===== config.mk =====
export PLATFORM = sky130hd
export DESIGN_NAME = sgmii_link_manager
export DESIGN_NICKNAME = d
export VERILOG_FILES = /design/src/rtl/sgmii_link_manager.sv
export SDC_FILE = /design/constraint.sdc
export NUM_CORES = 1
export LEC_CHECK = 0
export ABC_AREA = 1
export ABC_CLOCK_PERIOD_IN_PS = 2850
export CORE_MARGIN = 2
export CORE_UTILIZATION = 50
export CTS_BUF_LIST = sky130_fd_sc_hd__clkbuf_2
export DETAILED_ROUTE_END_ITERATION = 12
export PLACE_DENSITY = 0.86
export SYNTH_ARGS = -nofsm -noshare
export SYNTH_HDL_FRONTEND = slang
export SYNTH_SLANG_ARGS = --single-unit

===== constraint.sdc =====
create_clock -name i_Clk -period 2.85 [get_ports i_Clk]
set_input_delay 0.57 -clock i_Clk [delete_from_list [all_inputs] [get_ports i_Clk]]
set_output_delay 0.57 -clock i_Clk [all_outputs]
set_load 0.02 [all_outputs]

===== src/rtl/sgmii_link_manager.sv =====
// rtl/sgmii_link_manager.sv - SGMII PCS bring-up and link supervision as a Wishbone master
// Programs advertisement, restarts AN, reads partner ability, retries on timeout, restarts on link loss.
module sgmii_link_manager #(
  parameter logic [7:0]  P_ADDR_CTRL    = 8'h00,
  parameter logic [7:0]  P_ADDR_ADV     = 8'h04,
  parameter logic [7:0]  P_ADDR_LPA     = 8'h05,
  parameter logic [15:0] P_ADV          = 16'h4001,
  parameter logic [15:0] P_CTRL_RESTART = 16'h1200,
  parameter logic [15:0] P_CTRL_RUN     = 16'h1000,
  parameter logic [23:0] P_LINK_TO      = 24'd1_250_000,
  parameter logic [23:0] P_AN_TO        = 24'd1_250_000,
  parameter logic [7:0]  P_BUS_TO       = 8'd64,
  parameter logic [1:0]  P_MAX_RETRY    = 2'd3
) (
  input  logic        i_Clk,
  input  logic        i_ARst_L,
  input  logic        i_Enable,
  output logic        o_Cyc,
  output logic        o_Stb,
  output logic        o_WEn,
  output logic [7:0]  o8_Addr,
  output logic [31:0] o32_WrData,
  input  logic [31:0] i32_RdData,
  input  logic        i_Ack,
  input  logic        i_Linkup,
  input  logic        i_ANDone,
  output logic        o_Up,
  output logic        o_Fail,
  output logic [3:0]  o4_State,
  output logic [1:0]  o2_Retries,
  output logic [7:0]  o8_LinkDrops,
  output logic [15:0] o16_LpAbility
);

  typedef enum logic [3:0] {
    IDLE      = 4'd0,
    WR_ADV    = 4'd1,
    WR_RST    = 4'd2,
    WR_RUN    = 4'd3,
    WAIT_LINK = 4'd4,
    WAIT_AN   = 4'd5,
    RD_LPA    = 4'd6,
    UP        = 4'd7,
    FAIL      = 4'd8
  } tState;

  tState       state, stateNxt;
  logic [23:0] timer, timerNxt;
  logic        cyc, cycNxt;
  logic        wen, wenNxt;
  logic [7:0]  addr, addrNxt;
  logic [15:0] wrData, wrDataNxt;
  logic [1:0]  retries, retriesNxt;
  logic [7:0]  drops, dropsNxt;
  logic [15:0] lpAbility, lpAbilityNxt;
  logic        up, upNxt;
  logic        fail, failNxt;
  logic        busDone, busTimeout, retryAvail, inWait;
  logic        unusedRdHi;

  assign unusedRdHi = ^i32_RdData[31:16];

  function automatic logic isBusState(input tState s);
    return (s == WR_ADV) || (s == WR_RST) || (s == WR_RUN) || (s == RD_LPA);
  endfunction

  assign busDone    = cyc & i_Ack;
  assign busTimeout = cyc & ~i_Ack & (timer == {16'd0, P_BUS_TO});
  assign retryAvail = retries < P_MAX_RETRY;
  assign inWait     = (state == WAIT_LINK) || (state == WAIT_AN);

  always_ff @(posedge i_Clk or negedge i_ARst_L) begin
    if (!i_ARst_L) begin
      state     <= IDLE;
      timer     <= '0;
      cyc       <= 1'b0;
      wen       <= 1'b0;
      addr      <= '0;
      wrData    <= '0;
      retries   <= '0;
      drops     <= '0;
      lpAbility <= '0;
      up        <= 1'b0;
      fail      <= 1'b0;
    end else begin
      state     <= stateNxt;
      timer     <= timerNxt;
      cyc       <= cycNxt;
      wen       <= wenNxt;
      addr      <= addrNxt;
      wrData    <= wrDataNxt;
      retries   <= retriesNxt;
      drops     <= dropsNxt;
      lpAbility <= lpAbilityNxt;
      up        <= upNxt;
      fail      <= failNxt;
    end
  end

  // An open bus cycle always runs to ack or timeout before enable is honoured.
  always_comb begin
    stateNxt = state;
    case (state)
      IDLE: if (i_Enable) stateNxt = WR_ADV;
      WR_ADV, WR_RST, WR_RUN, RD_LPA: begin
        if (busDone) begin
          if (!i_Enable)             stateNxt = IDLE;
          else if (state == WR_ADV)  stateNxt = WR_RST;
          else if (state == WR_RST)  stateNxt = WR_RUN;
          else if (state == WR_RUN)  stateNxt = WAIT_LINK;
          else                       stateNxt = UP;
        end else if (busTimeout) begin
          stateNxt = i_Enable ? FAIL : IDLE;
        end else if (!cyc && !i_Enable) begin
          stateNxt = IDLE;
        end
      end
      WAIT_LINK: begin
        if (!i_Enable)               stateNxt = IDLE;
        else if (i_Linkup)           stateNxt = WAIT_AN;
        else if (timer == P_LINK_TO) stateNxt = retryAvail ? WR_RST : FAIL;
      end
      WAIT_AN: begin
        if (!i_Enable)             stateNxt = IDLE;
        else if (!i_Linkup)        stateNxt = WAIT_LINK;
        else if (i_ANDone)         stateNxt = RD_LPA;
        else if (timer == P_AN_TO) stateNxt = retryAvail ? WR_RST : FAIL;
      end
      UP: begin
        if (!i_Enable)      stateNxt = IDLE;
        else if (!i_Linkup) stateNxt = WR_RST;
      end
      FAIL:    if (!i_Enable) stateNxt = IDLE;
      default: stateNxt = IDLE;
    endcase
  end

  always_comb begin
    cycNxt       = cyc;
    wenNxt       = wen;
    addrNxt      = addr;
    wrDataNxt    = wrData;
    timerNxt     = timer;
    retriesNxt   = retries;
    dropsNxt     = drops;
    lpAbilityNxt = lpAbility;
    if (cyc) begin
      if (i_Ack || busTimeout) begin
        cycNxt    = 1'b0;
        wenNxt    = 1'b0;
        addrNxt   = '0;
        wrDataNxt = '0;
        timerNxt  = '0;
      end else begin
        timerNxt = timer + 24'd1;
      end
    end else if (isBusState(stateNxt) && (stateNxt == state || state == IDLE)) begin
      // Leaving IDLE opens the first cycle at once; later states open one edge after entry.
      cycNxt   = 1'b1;
      timerNxt = '0;
      case (stateNxt)
        WR_ADV:  begin wenNxt = 1'b1; addrNxt = P_ADDR_ADV;  wrDataNxt = P_ADV;          end
        WR_RST:  begin wenNxt = 1'b1; addrNxt = P_ADDR_CTRL; wrDataNxt = P_CTRL_RESTART; end
        WR_RUN:  begin wenNxt = 1'b1; addrNxt = P_ADDR_CTRL; wrDataNxt = P_CTRL_RUN;     end
        default: begin wenNxt = 1'b0; addrNxt = P_ADDR_LPA;  wrDataNxt = '0;             end
      endcase
    end else if (inWait) begin
      timerNxt = (stateNxt == state) ? timer + 24'd1 : '0;
    end

    if (stateNxt == IDLE) begin
      retriesNxt = '0;
    end else if (inWait && stateNxt == WR_RST) begin
      retriesNxt = retries + 2'd1;
    end else if (state == UP && stateNxt == WR_RST) begin
      retriesNxt = '0;
      if (drops != 8'hFF) dropsNxt = drops + 8'd1;
    end
    if (state == RD_LPA && busDone) begin
      lpAbilityNxt = i32_RdData[15:0];
      retriesNxt   = '0;
    end
    upNxt   = (stateNxt == UP);
    failNxt = (stateNxt == FAIL);
  end

  assign o_Cyc         = cyc;
  assign o_Stb         = cyc;
  assign o_WEn         = wen;
  assign o8_Addr       = addr;
  assign o32_WrData    = {16'd0, wrData};
  assign o_Up          = up;
  assign o_Fail        = fail;
  assign o4_State      = state;
  assign o2_Retries    = retries;
  assign o8_LinkDrops  = drops;
  assign o16_LpAbility = lpAbility;

endmodule


After elaboration in Yosys (flattened, before gate mapping)
Cells that the tools add are included.
W data, S select, Z words.
Word-level totals
  register bits: 82
  latch bits: 0
  RAM bits: 0
  memory bits (read-only): 0
  word-level logic and storage cells: 107
  memories kept: 0
Cells by class
  add/sub/neg operators: 3
  $mul: 0
  divide/modulo/power cells: 0
  order comparisons: 1
  eq/ne operators: 19
  shifts and indexed selects: 0
  mux-type cells: 44
  bitwise gates (word level): 6
  reductions and logical operators: 23
Operators by type and width (count)
  $mux W24: 5
  $mux W4: 15
  $mux W16: 3
  $pmux W15 S3: 1
  $add A24 B1 Y24 const B: 1
  $eq A24 B21 Y1 const B: 1
  $eq A24 B7 Y1 const B: 1
  $eq A4 B3 Y1 const B: 6
  $mux W8: 3
  $pmux W4 S6: 1
  $eq A4 B2 Y1 const B: 4
  $mux W2: 5
  $mux W3: 3
  $add A8 B1 Y8 const B: 1
  $eq A4 B1 Y1 const B: 2
  $eq A4 B4 Y1 const B: 2
  $logic_not A4 Y1: 2
  $ne A8 B8 Y1 const B: 1
  $mux W1: 7
  $logic_or A1 B1 Y1: 6
  $pmux W3 S2: 1
  $logic_and A1 B1 Y1: 5
  $eq A4 B4 Y1: 1
  $reduce_and A4 Y1: 1
  13 further kinds: 18

Depth between registers and ports, before layout
Gate-level depths: netlist of run 1.
  depth in word-level cells: 14
  gate-level depth with buffers: 22
  depth with buffers taken out: 21

Worst setup path before layout of run 1
No wires, ideal clock.
  kind: register -> register
  start point: register cyc (netlist: o_Cyc)
  end point: register timer[21]
  library setup time: 0.116 ns
  arrival: 2.156 ns
  data required time: 2.734 ns
  path slack: 0.578 ns
  cell stages (with the launch flop): 19
  path through: dfrtp_1 inv_2 nor2_2 nand3_1 nor2_1 nand2_1 nand2_1 nand2_1 nand2_2 nand3_4 nand2_1 nand2_2 nor2_8 nand2_4 a21oi_2 nor2_4 buf_6 nand2_1 nand2_1
On the way
  word-level cells in the longest chain between the ends: 13
  elaborated cells between the ends (all ways): 26
  those cells by class: 5 x eq/ne; 9 x mux; 3 x bitwise; 9 x reduce/logical
Ends and longest elaborated chain
  start: declaration: RTL line 49  | logic cyc, cycNxt;
  start signal: assignment: RTL line 88  | cyc <= cycNxt;
  $logic_not A1 Y1: RTL line 114  | end else if (!cyc && !i_Enable) begin
  $logic_and A1 B1 Y1: RTL line 114
  $mux W4: RTL line 114
  $mux W4: RTL line 112  | end else if (busTimeout) begin
  $mux W4 (*): RTL line 106  | if (busDone) begin
  $pmux W4 S6 (*): RTL line 103  | case (state)
  named net stateNxt[1]: RTL line 47  | tState state, stateNxt;
  $eq A4 B1 Y1 or $eq A4 B2 Y1 (tied branches): RTL line 64  | return (s == WR_ADV) || (s == WR_RST) || (s == WR_RUN) || (s == RD_LPA);
  $logic_or A1 B1 Y1 (3 in series): RTL line 64
  $logic_and A1 B1 Y1: RTL line 157  | end else if (isBusState(stateNxt) && (stateNxt == state || state == IDLE)) begin
  $mux W24: RTL line 157
  $mux W24: RTL line 147  | if (cyc) begin
  end signal: assignment: RTL line 87  | timer <= timerNxt;
  end: declaration: RTL line 48  | logic [23:0] timer, timerNxt;
Mark *: on every way through the listed nets, which the timed path passes. The rest lies on a longest branch. The select of a mux whose other input is x is not followed.
A chain may end at the register's enable or synchronous reset.

Final worst setup path of run 1
  start point: register timer[0]
  end point: register timer[23]
On the way
  word-level cells in the longest chain between the ends: 13
  elaborated cells between the ends (all ways): 30
  those cells by class: 1 x add/sub; 7 x eq/ne; 14 x mux; 1 x bitwise; 7 x reduce/logical
Ends and longest elaborated chain
  $eq A24 B21 Y1: RTL line 121, 127
  $mux W4: RTL line 121, 127
  $mux W4: RTL line 126  | else if (i_ANDone) stateNxt = RD_LPA;
  $mux W4: RTL line 125  | else if (!i_Linkup) stateNxt = WAIT_LINK;
  $mux W4: RTL line 124  | if (!i_Enable) stateNxt = IDLE;
  $pmux W4 S6 (*): RTL line 103
  named net stateNxt[3]: RTL line 47
  $eq A4 B1 Y1 or $eq A4 B2 Y1 (tied branches): RTL line 64
  $logic_or A1 B1 Y1 (3 in series): RTL line 64
  $logic_and A1 B1 Y1: RTL line 157
  $mux W24: RTL line 157
  $mux W24: RTL line 147
Marked as above.

==> metrics.md, run 1 <==
| Metric | Value |
|---|---|
| 1st-pass router iterations | `5` |
| Crit share post-route | `0.943` |
| Max clock buf depth | `2` |
| Top post-synthesis cells by area | `dfrtp_1 34%, nand2_1 22%, buf_4 5.8%` |
| Clk sink count | `63` |
| Final Power | `4.55 mW` |
| Final hold slack | `about 0.47 ns` |
| Fin nets | `807` |
| Hpwl dp | `8.07 mm` |
| Max-cap check violation count | `0` |
| Syn Inst Count | `680` |
| Fin. max-slew vios | `0` |
| CTS tree | `yes` |
| GRT Residual Overflow | `0` |
| Setup crit end kind | `register` |
| P_leak | `approximately 2.8 nW` |
| H-tree depth | `3` |
| Cell Area, Synth | `0.00463 mm^2` |
| Crit Path Category | `reg -> reg` |
| CP max stage delay | `0.47 ns` |
| Endpoints failing hold | `0` |
| PD cells | `815 mW/mm^2` |
| Most area-hungry cell type in the Yosys netlist | `dfrtp_1` |
| Worst-path clk slew | `0.21 ns` |
| Post-synth top area share | `0.341` |
| Row Count | `35` |
| DRC viols | `0` |
| Initial antenna violation count | `0` |
| Count of buffer and inverter cells on the critical path | `3` |
| # fillers | `795` |
| Die W | `about 100 um` |
| Worst Reg2Reg Path Length in Cells | `19` |
| Routability Congestion | `~0.93` |
| Core area | `about 0.0091 mm^2` |
| Setup violators final | `0` |
| Drt total wl | `11.2 mm` |
| CP max stage cell | `dfrtp_1` |
| FFs w/ async S/R, synth | `1.00` |
| # diodes | `0` |
| I/O Buffers | `62` |
| Top FF cell, synth | `dfrtp_1` |
| First-pass GRT wire length | `19.0 mm` |
| Crit path max fanout | `12` |
| Number of global-route vias before repair | `4296` |
| Yosys warns | `0` |
| Crit-path most repeated cell | `nand2_1` |
| FF-to-FF End | `timer[23]` |
| Peak VDD IR | `around 0.53 mV` |
| Synthesized area per cell | `6.80 um^2` |
| DR WL/cell | `12.8 um` |
| Number of synthesized register bits | `63` |
| CTS Root Cell | `clkbuf_2` |
| Register area share after synthesis | `0.341` |
| Crit path launch type | `register` |
| Layout area overhead | `20.7%` |
| Initial core utilization | `0.508` |
| Status | `complete, no violations` |
| Reg-to-Reg Start | `timer[0]` |
| ANT nets after route | `0` |
| Total track usage | `0.229` |
| Finished Layout Cells | `between 800 and 900` |
| Final Critical Period | `2.69 ns` |
| Skew final | `0.0379 ns` |
| Die area | `0.0100 mm^2` |
| Number of buffers created by CTS | `9` |
| Pin count of the biggest net entering global routing | `51` |
| Vias | `4426` |
| Worst setup margin | `roughly 0.16 ns` |
| Die height | `100 um` |
| CP top delay family | `simple AND/OR/NAND/NOR gates` |
| Cell count after placement | `around 860` |
| Cells along the critical path | `inv_2 > ha_1 > nand2_1 > nor2_4 > nand3_2 > nor2_1 > nor2_1 > nand2_2 > nand3_2 > nand2_1 > nand2_1 > nor2_4 > nand2_4 > a21oi_4 > buf_12 > nor2_4 > buf_12 > nand2_1 > nand2_1` |
| Pre-CTS worst setup slack | `-0.246 ns` |
| CP required | `3.25 ns` |
| Synth cell count leaders | `266 x nand2_1, 68 x nor2_1, 63 x dfrtp_1, 60 x inv_1, 37 x nand3_1` |
| Reg2reg setup slack | `about 0.16 ns` |
| Number of flops mapped to enable cells by yosys | `0` |
| 1st-iter DRT viols | `205` |
| Hold Crit Class | `in -> async` |
| Distinct cells, synth | `37` |
| Most common cell in the netlist | `nand2_1` |
| Ports | `~110` |
| Layout cells sized above 1 | `0.136` |
| Fmax | `between 0.3 and 0.4 GHz` |
| Via/cell ratio | `between 5 and 6` |
| Clock network latency to the later pin of the worst-skew pair | `0.52 ns` |
| CP arrival | `3.09 ns` |
| Post-route setup TNS | `0 ns` |
-- cells by family after synthesis --
group	share of synthesized area
other	0.000810
AND/OR/NAND/NOR	0.438
flip-flops	0.341
XOR/XNOR	0.0322
AO/OA/AOI/OAI	0.0395
buffers and inverters	0.138
adder cells (fa/ha/maj)	0.0108
-- state kept, by name, summed over array words and instances, names as in the netlist --
register	flops
o_Fail	1
o8_Addr	2
o8_LinkDrops	8
timer	24
o_Up	1
o2_Retries	2
wrData	3
o4_State	4
o_Cyc	1
o_WEn	1
o16_LpAbility	16
-- cells in the final DEF (no fill, tap or decap), types with 7 or more instances in the layout --
cell type | netlist | layout
inv_2 | 9 | 10
nand2_2 | 9 | 9
o21ai_0 | 18 | 18
nand3_1 | 37 | 35
nor2_1 | 68 | 65
buf_4 | 36 | 19
buf_12 | 0 | 7
conb_1 | 1 | 34
clkbuf_2 | 0 | 9
clkdlybuf4s50_1 | 0 | 61
nand4_1 | 11 | 11
inv_1 | 60 | 59
dfrtp_1 | 63 | 63
xor2_1 | 14 | 14
nor2_2 | 7 | 9
nand2_1 | 266 | 266
nor2_4 | 5 | 7
nor3_1 | 14 | 14
-- layer usage --
layer / vias to the layer above / GRT usage / share of wire
met5: - / 0 / 0
met4: 0 / 0.0548 / 0.015
met3: 20 / 0.0481 / 0.078
met2: 156 / 0.407 / 0.50
met1: 2042 / 0.286 / 0.41
li1: 2208 / - / -
-- power breakdown --
group	internal [mW]	total [mW]	switching [mW]	leakage (nW)
clock network	0.213	0.596	0.382	0.0731
registers	1.04	1.15	0.114	0.860
logic	1.13	2.80	1.67	1.89
total	2.38	4.55	2.17	2.82
-- worst reg2reg max path: stages, from the launching register on --
cell and delay, ns:
dfrtp_1 0.47, inv_2 0.10, ha_1 0.15, nand2_1 0.11, nor2_4 0.16, nand3_2 0.14
nor2_1 0.13, nor2_1 0.07, nand2_2 0.08, nand3_2 0.12, nand2_1 0.08, nand2_1 0.08
nor2_4 0.17, nand2_4 0.09, a21oi_4 0.21, buf_12 0.14, nor2_4 0.03, buf_12 0.15
nand2_1 0.06, nand2_1 0.05
-- worst max-delay path by stage --
stage	startpoint	end	cells past startpoint
final	timer[0]	timer[23]	19
after global placement	i_Ack	timer[5]	18
after CTS	timer[0]	timer[22]	16
after global routing	timer[0]	timer[17]	21
after detailed placement	i_Ack	timer[0]	18
after floorplan	o_Cyc	timer[21]	18
-- timing repair --
action                                  4_1_cts  5_1_grt
endpoints found under the setup margin        0       25
gates resized for setup                       0        9
buffers inserted                              0        4
hold buffers                                  1        0
hold endpoints to repair                     13        0
-- area by class of cell --
type,instances,area (um^2),area share
clock buffers,9,45.0,0.00806
repair buffers,89,908,0.163
inverters,69,259,0.0464
flip-flops and latches,63,1580,0.282
multi-input cells,533,2580,0.461
clock inverters,7,81.3,0.0146
well taps,111,139,0.0249
-- metrics by stage --
step	utilization	instance area [um^2]
floorplan	-	4750
global placement	0.586	5340
detailed placement	0.586	5340
CTS	0.601	5480
global route	0.613	5590
finish	0.613	5590
Note: power is estimated with default switching activity, not from simulation.
==> run 2, diff against run 1 <==
CORE_ASPECT_RATIO = 0.6   (was not set)
==> run 2 against run 1 <==
  * Sequential power barely moved
  * Largest cell class unchanged
  * Fmax decreased by 0.44%
  * Final area fell by 0.67%
  * Combinational power decreased by 4%
  * Via count is 3.5% higher
  * Clock power is 1% higher
  * Register-to-register slack about the same
  * Critical path type unchanged
  * Global-route usage rose by 1.4 points
  * First-iteration DRC count grew 91%
  * Worst setup slack got worse by 0.012 ns
  * Critical endpoint is now timer[16]
  * Clock-buffer cell count did not move
  * Die area is 0.26% higher
==> metrics.md, run 2 (synthesis results as in run 1) <==
| Metric | Value |
|---|---|
| Worst-Margin Slew | `0.815 ns` |
| Final Critical Period | `2.70 ns (+0.0120 ns)` |
| Max clock buf depth | `2 (unchanged)` |
| Ports | `113 (unchanged)` |
| Slew HR | `0.457` |
| Pin count of the biggest net entering global routing | `64 (+25%)` |
| Number of buffers created by CTS | `9 (unchanged)` |
| Vias | `4579 (+3.5%)` |
| Fin nets | `807 (unchanged)` |
| Final hold slack | `0.198 ns (-0.268 ns)` |
| Fin. max-slew vios | `0 (unchanged)` |
| Commonest non-fill, non-tap cell in the layout | `nand2_1` |
| Skew final | `0.0299 ns (-0.00795 ns)` |
| ANT nets after route | `0 (unchanged)` |
| Cells along the critical path | `inv_1 > ha_1 > nand2_1 > inv_1 > nand2_1 > nor2_1 > nand3_2 > nand2_1 > nand2_1 > nand2_1 > nand2_2 > nand2_1 > nand2_1 > nor2_4 > nand2_4 > a21oi_4 > nor2_4 > buf_12 > nand2_1 > nand2_1` |
| Endpoints failing hold | `0 (unchanged)` |
| CP max stage delay | `0.44 ns (-0.03 ns)` |
| CTS Root Cell | `clkbuf_2` |
| Row Count | `27 (-23%)` |
| 1st-iter DRT viols | `392 (+91%)` |
| Core area | `0.00909 mm^2 (-0.23%)` |
| Highest-count cells in the layout ignoring fill and taps | `266 x nand2_1, 66 x nor2_1, 62 x dfrtp_1` |
| Hold Crit Class | `in -> async` |
| CP arrival | `3.11 ns (+0.02 ns)` |
| Max-cap check violation count | `0 (unchanged)` |
| Die height | `78.5 um (-22%)` |
| 1st-pass router iterations | `5 (unchanged)` |
| First-pass GRT wire length | `19.5 mm (+2.5%)` |
| Number of global-route vias before repair | `4060 (-5.5%)` |
| Layout cells sized above 1 | `0.131 (-0.00502)` |
| Total track usage | `0.243 (+0.0136)` |
| H-tree depth | `3 (unchanged)` |
| Clock network latency to the later pin of the worst-skew pair | `0.52 ns (about the same)` |
| GRT Residual Overflow | `0 (unchanged)` |
| CTS tree | `yes` |
| Fmax | `0.371 GHz (-0.44%)` |
| Max reg flops | `24 (unchanged)` |
| Crit path launch type | `register` |
| Layout area overhead | `19.9%` |
| P_leak | `2.81 nW (-0.38%)` |
| Routability Congestion | `0.973 (+4.5%)` |
| Post-route setup TNS | `0 ns (unchanged)` |
| Drt total wl | `12.0 mm (+7.0%)` |
| CP top delay family | `simple AND/OR/NAND/NOR gates` |
| # diodes | `0 (unchanged)` |
| Crit-path most repeated cell | `nand2_1` |
| Hpwl dp | `8.83 mm (+9.4%)` |
| Crit path max fanout | `12 (unchanged)` |
| CP max stage cell | `dfrtp_1` |
| Crit share post-route | `0.947 (+0.00420)` |
| Initial core utilization | `0.509 (+0.00119)` |
| Peak VDD IR | `0.662 mV (+26%)` |
| CP required | `3.26 ns (about the same)` |
| DRC viols | `0 (unchanged)` |
| Initial antenna violation count | `0 (unchanged)` |
| Cell count after placement | `866 (+0.81%)` |
| Crit Path Category | `reg -> reg` |
| Clk sink count | `63 (unchanged)` |
| Final Util | `0.610 (-0.00270)` |
| DR WL/cell | `13.6 um (+6.5%)` |
| Die area | `0.0101 mm^2 (+0.26%)` |
| Finished Layout Cells | `885 (+0.45%)` |
| Via/cell ratio | `5.17 (+3.0%)` |
| Setup crit end kind | `register` |
| Status | `complete, no violations` |
| Largest Register | `timer` |
| PD cells | `800 mW/mm^2 (-1.8%)` |
| Setup violators final | `0 (unchanged)` |
| Count of buffer and inverter cells on the critical path | `3 (unchanged)` |
| Worst-path clk slew | `0.19 ns (-0.02 ns)` |
| Die W | `128 um (+28%)` |
| I/O Buffers | `62 (unchanged)` |
[run 2: cell count changes in the layout (fill, tap and decap cells not counted), sizes merged]
cell | before | now
inv | 71 | 69
dlygate4sd3 | 1 | 0
clkinv | 3 | 4
bufinv | 1 | 2
clkinvlp | 1 | 0
buf | 27 | 28
[run 2: power breakdown]
group | internal, mW | switching, mW
Sequential | 1.04 | 0.107
Clock | 0.276 | 0.328
Combinational | 1.02 | 1.67
[run 2: layout make-up]
class                   count  area, um^2
clock buffers               9        45.0
well taps                 116         145
flip-flops and latches     63        1580
fillers                   808        3540
clock inverters             6        76.3
inverters                  69         259
multi-input cells         533        2580
repair buffers             89         868
[run 2: final timing paths]
path,startpoint,to,slack (ns),depth (start not counted)
min in group i_Clk,o16_LpAbility[0],o16_LpAbility[0],0.50,2
min reg2reg,o16_LpAbility[0],o16_LpAbility[0],0.50,2
max,timer[0],timer[16],0.15,20
min,i_ARst_L,timer[4],0.20,2
max in group asynchronous,i_ARst_L,timer[19],2.06,2
max reg2reg,timer[0],timer[16],0.15,20
[run 2: timing repair]
action / 4_1_cts / 5_1_grt
setup buffers: 0 / 3
resized for setup: 0 / 9
endpoints found under the setup margin: 0 / 24
hold buffers: 0 / 0
[run 2: per-stage QoR]
stage | total power, mW | area [um^2] | setup WS, ns
detailed placement | 3.66 | 5350 | -0.281
global placement | 3.59 | 5350 | -0.203
global route | 4.70 | 5550 | -0.0270
CTS | 4.27 | 5470 | 0.0214
floorplan | 2.90 | 4750 | 0.578
finish | 4.44 | 5550 | 0.152
[run 2: metal layers]
metal  GRT usage  up-vias  part of all wire
met5           0        -                 0
met4      0.0582        0             0.011
met3      0.0498       17             0.088
met2       0.353      218              0.43
met1       0.368     2135              0.47
li1            -     2209                 -
